<file path="src/rtl/pong_game_ctrl.sv">
// Match-level pong controller: match FSM, BCD countdown, scores and winner.
// Optional build macro PONG_SUDDEN_DEATH_EN: a timeout tie continues play until one side scores.
module pong_game_ctrl #(
   parameter int SEC_CYCLES = 25_000_000,
   parameter int GAME_SEC   = 99,
   parameter int WIN_SCORE  = 7,
   parameter int SERVE_SEC  = 2
) (
   input  logic       clk,
   input  logic       rst,
   input  logic       start,
   input  logic       miss1,
   input  logic       miss2,
   output logic       stop,
   output logic [3:0] sec1,
   output logic [3:0] sec0,
   output logic [3:0] score1,
   output logic [3:0] score2,
   output logic [1:0] winner,
   output logic       game_over
);

   typedef enum logic [1:0] {ST_IDLE = 2'd0, ST_SERVE = 2'd1, ST_PLAY = 2'd2, ST_OVER = 2'd3} state_t;

   localparam int         PW       = (SEC_CYCLES > 1) ? $clog2(SEC_CYCLES) : 1;
   localparam int         SW       = $clog2(SERVE_SEC + 1);
   localparam logic [3:0] TENS     = 4'(GAME_SEC / 10);
   localparam logic [3:0] UNITS    = 4'(GAME_SEC % 10);
   localparam logic [3:0] WIN_PTS  = 4'(WIN_SCORE);

   state_t          r_state;
   logic [PW-1:0]   r_presc;
   logic [SW-1:0]   r_serve;
   logic            r_start_d;

   logic            w_start_edge;
   logic            w_tick;
   logic            w_miss;
   logic [3:0]      w_s1_nxt;
   logic [3:0]      w_s2_nxt;
   logic            w_win;
   logic            w_at_zero;
   logic            w_to;
   logic            w_sd_hold;
   logic            w_over;
   logic [7:0]      w_sec_dec;

   function automatic logic [1:0] win_code(input logic [3:0] a, input logic [3:0] b);
      if (a > b)      return 2'b01;
      else if (b > a) return 2'b10;
      else            return 2'b11;
   endfunction

   assign w_start_edge = start & ~r_start_d;
   assign w_tick       = (r_presc == PW'(SEC_CYCLES - 1));
   assign w_miss       = miss1 | miss2;
   // A double miss is a wash: only a single-sided miss awards the point.
   assign w_s1_nxt     = score1 + {3'd0, miss2 & ~miss1};
   assign w_s2_nxt     = score2 + {3'd0, miss1 & ~miss2};
   assign w_win        = w_miss & ((w_s1_nxt == WIN_PTS) | (w_s2_nxt == WIN_PTS));
   assign w_at_zero    = (sec1 == 4'd0) & (sec0 == 4'd0);
   assign w_to         = w_tick & (sec1 == 4'd0) & (sec0 == 4'd1);
   assign w_sec_dec    = (sec0 == 4'd0) ? {sec1 - 4'd1, 4'd9} : {sec1, sec0 - 4'd1};
`ifdef PONG_SUDDEN_DEATH_EN
   assign w_sd_hold    = (w_s1_nxt == w_s2_nxt);
`else
   assign w_sd_hold    = 1'b0;
`endif
   assign w_over       = w_win | ((w_to | w_at_zero) & ~w_sd_hold);

   // Match FSM with registered outputs
   always_ff @(posedge clk or negedge rst) begin
      if (!rst) begin
         r_state   <= ST_IDLE;
         r_presc   <= '0;
         r_serve   <= '0;
         r_start_d <= 1'b1;
         stop      <= 1'b1;
         sec1      <= TENS;
         sec0      <= UNITS;
         score1    <= 4'd0;
         score2    <= 4'd0;
         winner    <= 2'b00;
         game_over <= 1'b0;
      end else begin
         r_start_d <= start;
         case (r_state)
            ST_IDLE: begin
               stop <= 1'b1;
               if (w_start_edge) begin
                  r_state <= ST_SERVE;
                  r_presc <= '0;
                  r_serve <= '0;
               end
            end
            ST_SERVE: begin
               stop <= 1'b1;
               if (w_tick) begin
                  r_presc <= '0;
                  if (r_serve == SW'(SERVE_SEC - 1)) begin
                     r_state <= ST_PLAY;
                     r_serve <= '0;
                     stop    <= 1'b0;
                  end else begin
                     r_serve <= r_serve + SW'(1);
                  end
               end else begin
                  r_presc <= r_presc + PW'(1);
               end
            end
            ST_PLAY: begin
               r_presc <= w_tick ? '0 : r_presc + PW'(1);
               if (w_tick && !w_at_zero) begin
                  {sec1, sec0} <= w_sec_dec;
               end
               score1 <= w_s1_nxt;
               score2 <= w_s2_nxt;
               if (w_over) begin
                  r_state   <= ST_OVER;
                  r_presc   <= '0;
                  r_serve   <= '0;
                  stop      <= 1'b1;
                  game_over <= 1'b1;
                  winner    <= win_code(w_s1_nxt, w_s2_nxt);
               end else if (w_miss) begin
                  r_state <= ST_SERVE;
                  r_presc <= '0;
                  r_serve <= '0;
                  stop    <= 1'b1;
               end else begin
                  stop <= 1'b0;
               end
            end
            ST_OVER: begin
               stop <= 1'b1;
               if (w_start_edge) begin
                  r_state   <= ST_SERVE;
                  r_presc   <= '0;
                  r_serve   <= '0;
                  sec1      <= TENS;
                  sec0      <= UNITS;
                  score1    <= 4'd0;
                  score2    <= 4'd0;
                  winner    <= 2'b00;
                  game_over <= 1'b0;
               end
            end
            default: begin
               r_state <= ST_IDLE;
               stop    <= 1'b1;
            end
         endcase
      end
   end

endmodule

</file>
<file path="config.mk">
export PLATFORM = sky130hd
export DESIGN_NAME = pong_game_ctrl
export DESIGN_NICKNAME = d
export VERILOG_FILES = /design/src/rtl/pong_game_ctrl.sv
export SDC_FILE = /design/constraint.sdc
export NUM_CORES = 1
export LEC_CHECK = 0
export ABC_AREA = 0
export CORE_ASPECT_RATIO = 1.4
export CORE_MARGIN = 8
export CORE_UTILIZATION = 45
export CTS_BUF_LIST = sky130_fd_sc_hd__clkbuf_8
export DETAILED_ROUTE_END_ITERATION = 8
export PLACE_DENSITY = 0.74
export SLEW_MARGIN = 10
export SYNTH_ARGS = -nofsm -noshare
export SYNTH_HDL_FRONTEND = slang
export SYNTH_SLANG_ARGS = --single-unit
export TNS_END_PERCENT = 50
</file>
<file path="constraint.sdc">
create_clock -name clk -period 2.8 [get_ports clk]
set_input_delay 0.56 -clock clk [delete_from_list [all_inputs] [get_ports clk]]
set_output_delay 0.56 -clock clk [all_outputs]
set_load 0.05 [all_outputs]
</file>
* Yosys cells after proc, flatten, opt, wreduce, memory -nomap -nowiden *
Index checks and enable logic that the tools add are counted.

cells by class
  reduce and logical (&&, ||, !) cells = 13
  bitwise logic cells = 14
  multiply operators = 0
  mux-type cells = 38
  $lt $le $gt $ge = 2
  add/sub/neg operators = 6
  shift-type cells = 0
  equal/unequal tests = 16
  div/mod/pow operators = 0

operators with widths
  kind                     count
  $mux W25                 4
  $pmux W25 S3             1
  $pmux W4 S2              4
  $add A25 B1 Y25 const B  1
  $eq A25 B25 Y1 const B   1
  $mux W2                  12
  $mux W4                  4
  $ne A2 B2 Y1 const B     6
  $pmux W2 S3              2
  $reduce_and A3 Y1        3
  $add A4 B1 Y4            2
  $eq A4 B3 Y1 const B     2
  $gt A4 B4 Y1             2
  $logic_not A4 Y1         2
  $mux W8                  1
  $reduce_and A4 Y1        2
  $sub A4 B1 Y4 const B    2
  $and A1 B1 Y1            7
  $mux W1                  7
  $eq A2 B1 Y1 const B     2
  $eq A2 B2 Y1 const B     2
  $eq A4 B1 Y1 const B     1
  $or A1 B1 Y1             4
  $pmux W2 S2              1
  other kinds (12)         14

storage, ports and cells
  memories = 0
  bits in read-only memories = 0
  flip-flop bits (word level) = 50
  bits in latches = 0
  output and inout port bits = 20
  input bits = 5
  word-level logic and storage cells = 100
  memory bits (writable) = 0

* Logic depth before layout (Yosys ltp) *
  depth after elaboration = 9
  mapped depth = 11
  mapped depth without buffers = 11

* Least setup slack after synthesis *
Ideal clock, no wire load.

  path type = flip-flop to flip-flop
  start = reg score1[0]
  end = reg r_state[1]
  cell stages (with the launch flop) = 9
  data required time = 2.673 ns
  clock period less this slack = 2.325 ns
  slack = 0.475 ns
  arrival = 2.197 ns
  path buffers = 0
  library setup time = 0.127 ns
  cell sequence = dfrtp_1 > ha_1 > ha_1 > xor2_1 > and4_1 > o2bb2ai_1 > a211oi_1 > mux2i_1 > mux2_1

on the way
  word-level cells in the longest chain between the ends = 7
  elaborated cells on any way between the ends = 9
  those cells by class = add/sub: 1; eq/ne: 2; mux: 2; bitwise: 3; reduce/logical: 1

RTL lines
  element                                                                   RTL line  source
  from (decl)                                                               17        output logic [3:0] score1,
  from (signal assigned)                                                    116       score1 <= w_s1_nxt;
  $add A4 B1 Y4 (*)                                                         58        assign w_s1_nxt = score1 + {3'd0, miss2 & ~miss1};
  $eq A4 B3 Y1 (*)                                                          60        assign w_win = w_miss & ((w_s1_nxt == WIN_PTS) | (w_s2_nxt == WIN_PTS));
  $or A1 B1 Y1 (*)                                                          60
  $and A1 B1 Y1 (*)                                                         60
  $or A1 B1 Y1 (*)                                                          69        assign w_over = w_win | ((w_to | w_at_zero) & ~w_sd_hold);
  $ne A3 B3 Y1 (no source line) / $mux W2 (equally long branches)           n/a
  $reduce_and A4 Y1 (no source line) / $pmux W2 S3 (equally long branches)  n/a
  to (signal assigned)                                                      74        r_state <= ST_IDLE;
  to (signal assigned)                                                      91        r_state <= ST_SERVE;
  to (signal assigned)                                                      101       r_state <= ST_PLAY;
  to (decl)                                                                 31        state_t r_state;

Every way passes the cells marked *; elsewhere a longest branch is shown, timed or not.
A chain may end at the register's enable or synchronous reset.

* Worst setup path in the final report *
  start = in miss2
  end = reg r_state[1]

on the way
  word-level cells in the longest chain between the ends = 9
  elaborated cells on any way between the ends = 15
  those cells by class = add/sub: 2; eq/ne: 3; mux: 2; bitwise: 7; reduce/logical: 1

RTL lines
  element                                                                   RTL line  source
  from (decl)                                                               13        input logic miss2,
  $not A1 Y1                                                                59        assign w_s2_nxt = score2 + {3'd0, miss1 & ~miss2};
  $and A1 B1 Y1                                                             59
  $add A4 B1 Y4                                                             59
  $eq A4 B3 Y1                                                              60
  $or A1 B1 Y1                                                              60
  $and A1 B1 Y1                                                             60
  $or A1 B1 Y1                                                              69
  $ne A3 B3 Y1 (no source line) / $mux W2 (equally long branches)           n/a
  $reduce_and A4 Y1 (no source line) / $pmux W2 S3 (equally long branches)  n/a

Parallel ways exist; a longest one is shown, timed or not.

==> results.cfg <==
[run_status]
outcome = finished clean

[timing]
finClkSkew_ps = 12.41
finalCritPeriodShare = 0.9163
hold_violations = 0
tns_ps = 0
post-route-min-period_ps = 2566
worstMarginPinSlew_ps = 743.4
slew_headroom = 0.5033
fmax_mhz = 389.8
rsz0062_at_grt = false
slew_violations = 0
holdWs_ps = 274.8
setup_viol = 0

[placed_design]
io_buffers = 24
dp_cells = 427
place_congestion = 0.8502
hpwlAfterDp_um = 5019

[clock_network]
hold_buffers = 0
cts_resized = 0
clock_sinks = 50
cts_buffers = 5
cts_max_level = 2
clk_pin_slew_ps = 100
cts_tree = built
root_buffer = clkbuf_8
cts_setup_buffers = 0
worstSkewPairLatency_ps = 310
clockBufferDepth = 2

[logic_synthesis]
ys_ff_latch = 50
synth_edf_count = 0
synthTopCellsByArea = dfrtp_1 (37%), ha_1 (7.5%), o21ai_0 (6.5%)
ys.flop_type = dfrtp_1
synth_nets = 349
netlist_instances = 326
netlist.area_leader.share = 0.3690
yosysWarnings = 0
ys_async_sr_fraction = 1.000
synth_common_cells = dfrtp_1 (44), o21ai_0 (39), nand2_1 (27)
syn_avg_cell_area_sq_um = 9.154
yosysUniqueCellTypes = 51
synth_top_cell_by_area = dfrtp_1
yosysSeqAreaShare = 0.4218
syn_area_sq_um = 2984
yosysMostFrequentCell = dfrtp_1

[power_and_ir_drop]
p_per_area_nw_per_um2 = 840.6
p_switching_mw = 1.273
intPower_mw = 1.660
vdd_ir_drop_max_mv = 0.3562
p_comb_frac = 0.509
p_clk_frac = 0.172
p_leak_nw = 1.494
power_mw = 2.932
swShare = 0.4340
p_seq_frac = 0.319

[hold_path]
hp-class = in -> async

[worst_setup_path]
setup.worst_path.class = in -> reg
critPathCaptureType = register
cp-start-kind = input pin
crit_arrival_ps = 2760
cp.required_ps = 3000
worstPathMaxFanout = 3

[global_route]
gr-total-overflow = 0
grt_pass1_wl_um = 11940
grt_pass1_vias = 2569
grt_antenna_before_repair = 0
grtUsageTotal = 0.1503
grt_max_degree = 34

[floorplanning]
core_area_sq_um = 6525
die_x_um = 84.83
initial_core_util = 0.4573
ioPinCount = 25
die_h_um = 112.4
placementRows = 35
die_area_sq_um = 9530

[finish]
insertedDiodeCount = 0
fin_nets = 383
drive_gt1_frac = 0.1025
nFillCells = 620
area_growth_pct = 16.90
instances_no_fill = 435

[route]
vias_per_cell = 5.848
drc = 0
post_drt_wl_per_cell_um = 15.80
first_pass_iters = 5
postRouteAntennaNets = 0
wirelength_um = 6872
vias = 2544
drtIter0Drc = 93

[job]
cap_violations = 0
power by group through the flow:
stage | Sequential [mW] | Combinational [mW] | Clock [mW]
2_1_floorplan | 1.15 | 0.836 | 0
4_1_cts | 0.935 | 1.51 | 0.524
5_1_grt | 0.951 | 1.65 | 0.555
3_5_place_dp | 0.948 | 1.49 | 0
6_report | 0.935 | 1.49 | 0.504
3_3_place_gp | 0.944 | 1.46 | 0
cells in the final DEF, fill, tap and decap left out, types with 3 or more instances in the layout:
cell,instances
mux2i_1,7
a21oi_1,11
dfstp_2,6
xor2_1,3
clkdlybuf4s50_1,23
nor3b_1,4
and3_1,6
nor2b_1,6
a211oi_1,7
clkbuf_8,5
nand2b_1,4
nor4_1,4
o22ai_1,3
nand2_1,27
nand3_1,13
nor3_1,11
ha_1,18
nand4_1,8
o21ai_0,39
a22o_1,7
and2_1,5
inv_1,17
buf_4,15
dfrtp_1,44
a311oi_1,3
o31ai_1,9
nor2_1,20
and4_1,4
layer usage:
metal	global-route usage	up-vias	share of wire	wire length, um
met5	0	-	0	0
met2	0.2641	43	0.51	3523
li1	-	1268	-	-
met3	0.03363	8	0.039	266
met4	0.04893	0	0.014	93
met1	0.1748	1225	0.43	2989
metrics by stage:
stage,setup WS (ps),util,area [sq um]
final,234.4,0.5346,3488
after global routing,93.92,0.5346,3488
after CTS,248.7,0.5346,3488
after detailed placement,-41.72,0.5179,3379
after global placement,19.74,0.5179,3379
after floorplan,474.8,-,2984
area by class of cell:
cell class                      instances  area, sq um  share of cell area
Clock inverter                          3        40.04             0.01148
Multi-Input combinational cell        247         1617              0.4634
Sequential cell                        50         1259              0.3608
Clock buffer                            5        68.82             0.01973
Timing Repair Buffer                   39        347.8             0.09971
Inverter                               17        63.81             0.01829
Tap cell                               74        92.59             0.02654
path summary, 6_finish.rpt:
path	startpoint	endpoint	slack, ps	depth (start not counted)
min in group clk	r_presc[5]	r_presc[5]	480	1
setup / recovery	miss2	r_state[1]	230	10
hold / removal	rst	score2[0]	270	1
setup reg to reg	sec0[0]	sec1[3]	440	7
hold reg to reg	r_presc[5]	r_presc[5]	480	1
max in group asynchronous	rst	sec0[0]	1800	2
flip-flops by register name, indices dropped and copies added, names as in the netlist:
| signal | count |
|---|---|
| score2 | 4 |
| r_start_d | 1 |
| game_over | 1 |
| r_state | 2 |
| score1 | 4 |
| r_presc | 25 |
| r_serve | 2 |
| winner | 2 |
| stop | 1 |
| sec0 | 4 |
| sec1 | 4 |
cells by family (layout without fill, tap and decap cells):
kind of cell / count (synthesis) / count (layout) / share of synthesized area
DFF: 50 / 50 / 0.4218
adders and majority gates: 18 / 18 / 0.07547
muxes: 8 / 8 / 0.02725
AOI/OAI and AO/OA: 92 / 92 / 0.1983
xor gates and xnor gates: 4 / 4 / 0.01174
and+or+nand+nor: 125 / 125 / 0.2281
buffers and inverters: 29 / 64 / 0.03732
critical path, cell delays in order:
cell             delay, ps
clkdlybuf4s50_1        430
nor2b_1                140
ha_1                   190
ha_1                   190
xor2_1                 180
and4_1                 210
o2bb2ai_1              110
a211oi_1               300
mux2i_1                140
mux2_1                 310
Power figures use the tool's default switching activity.
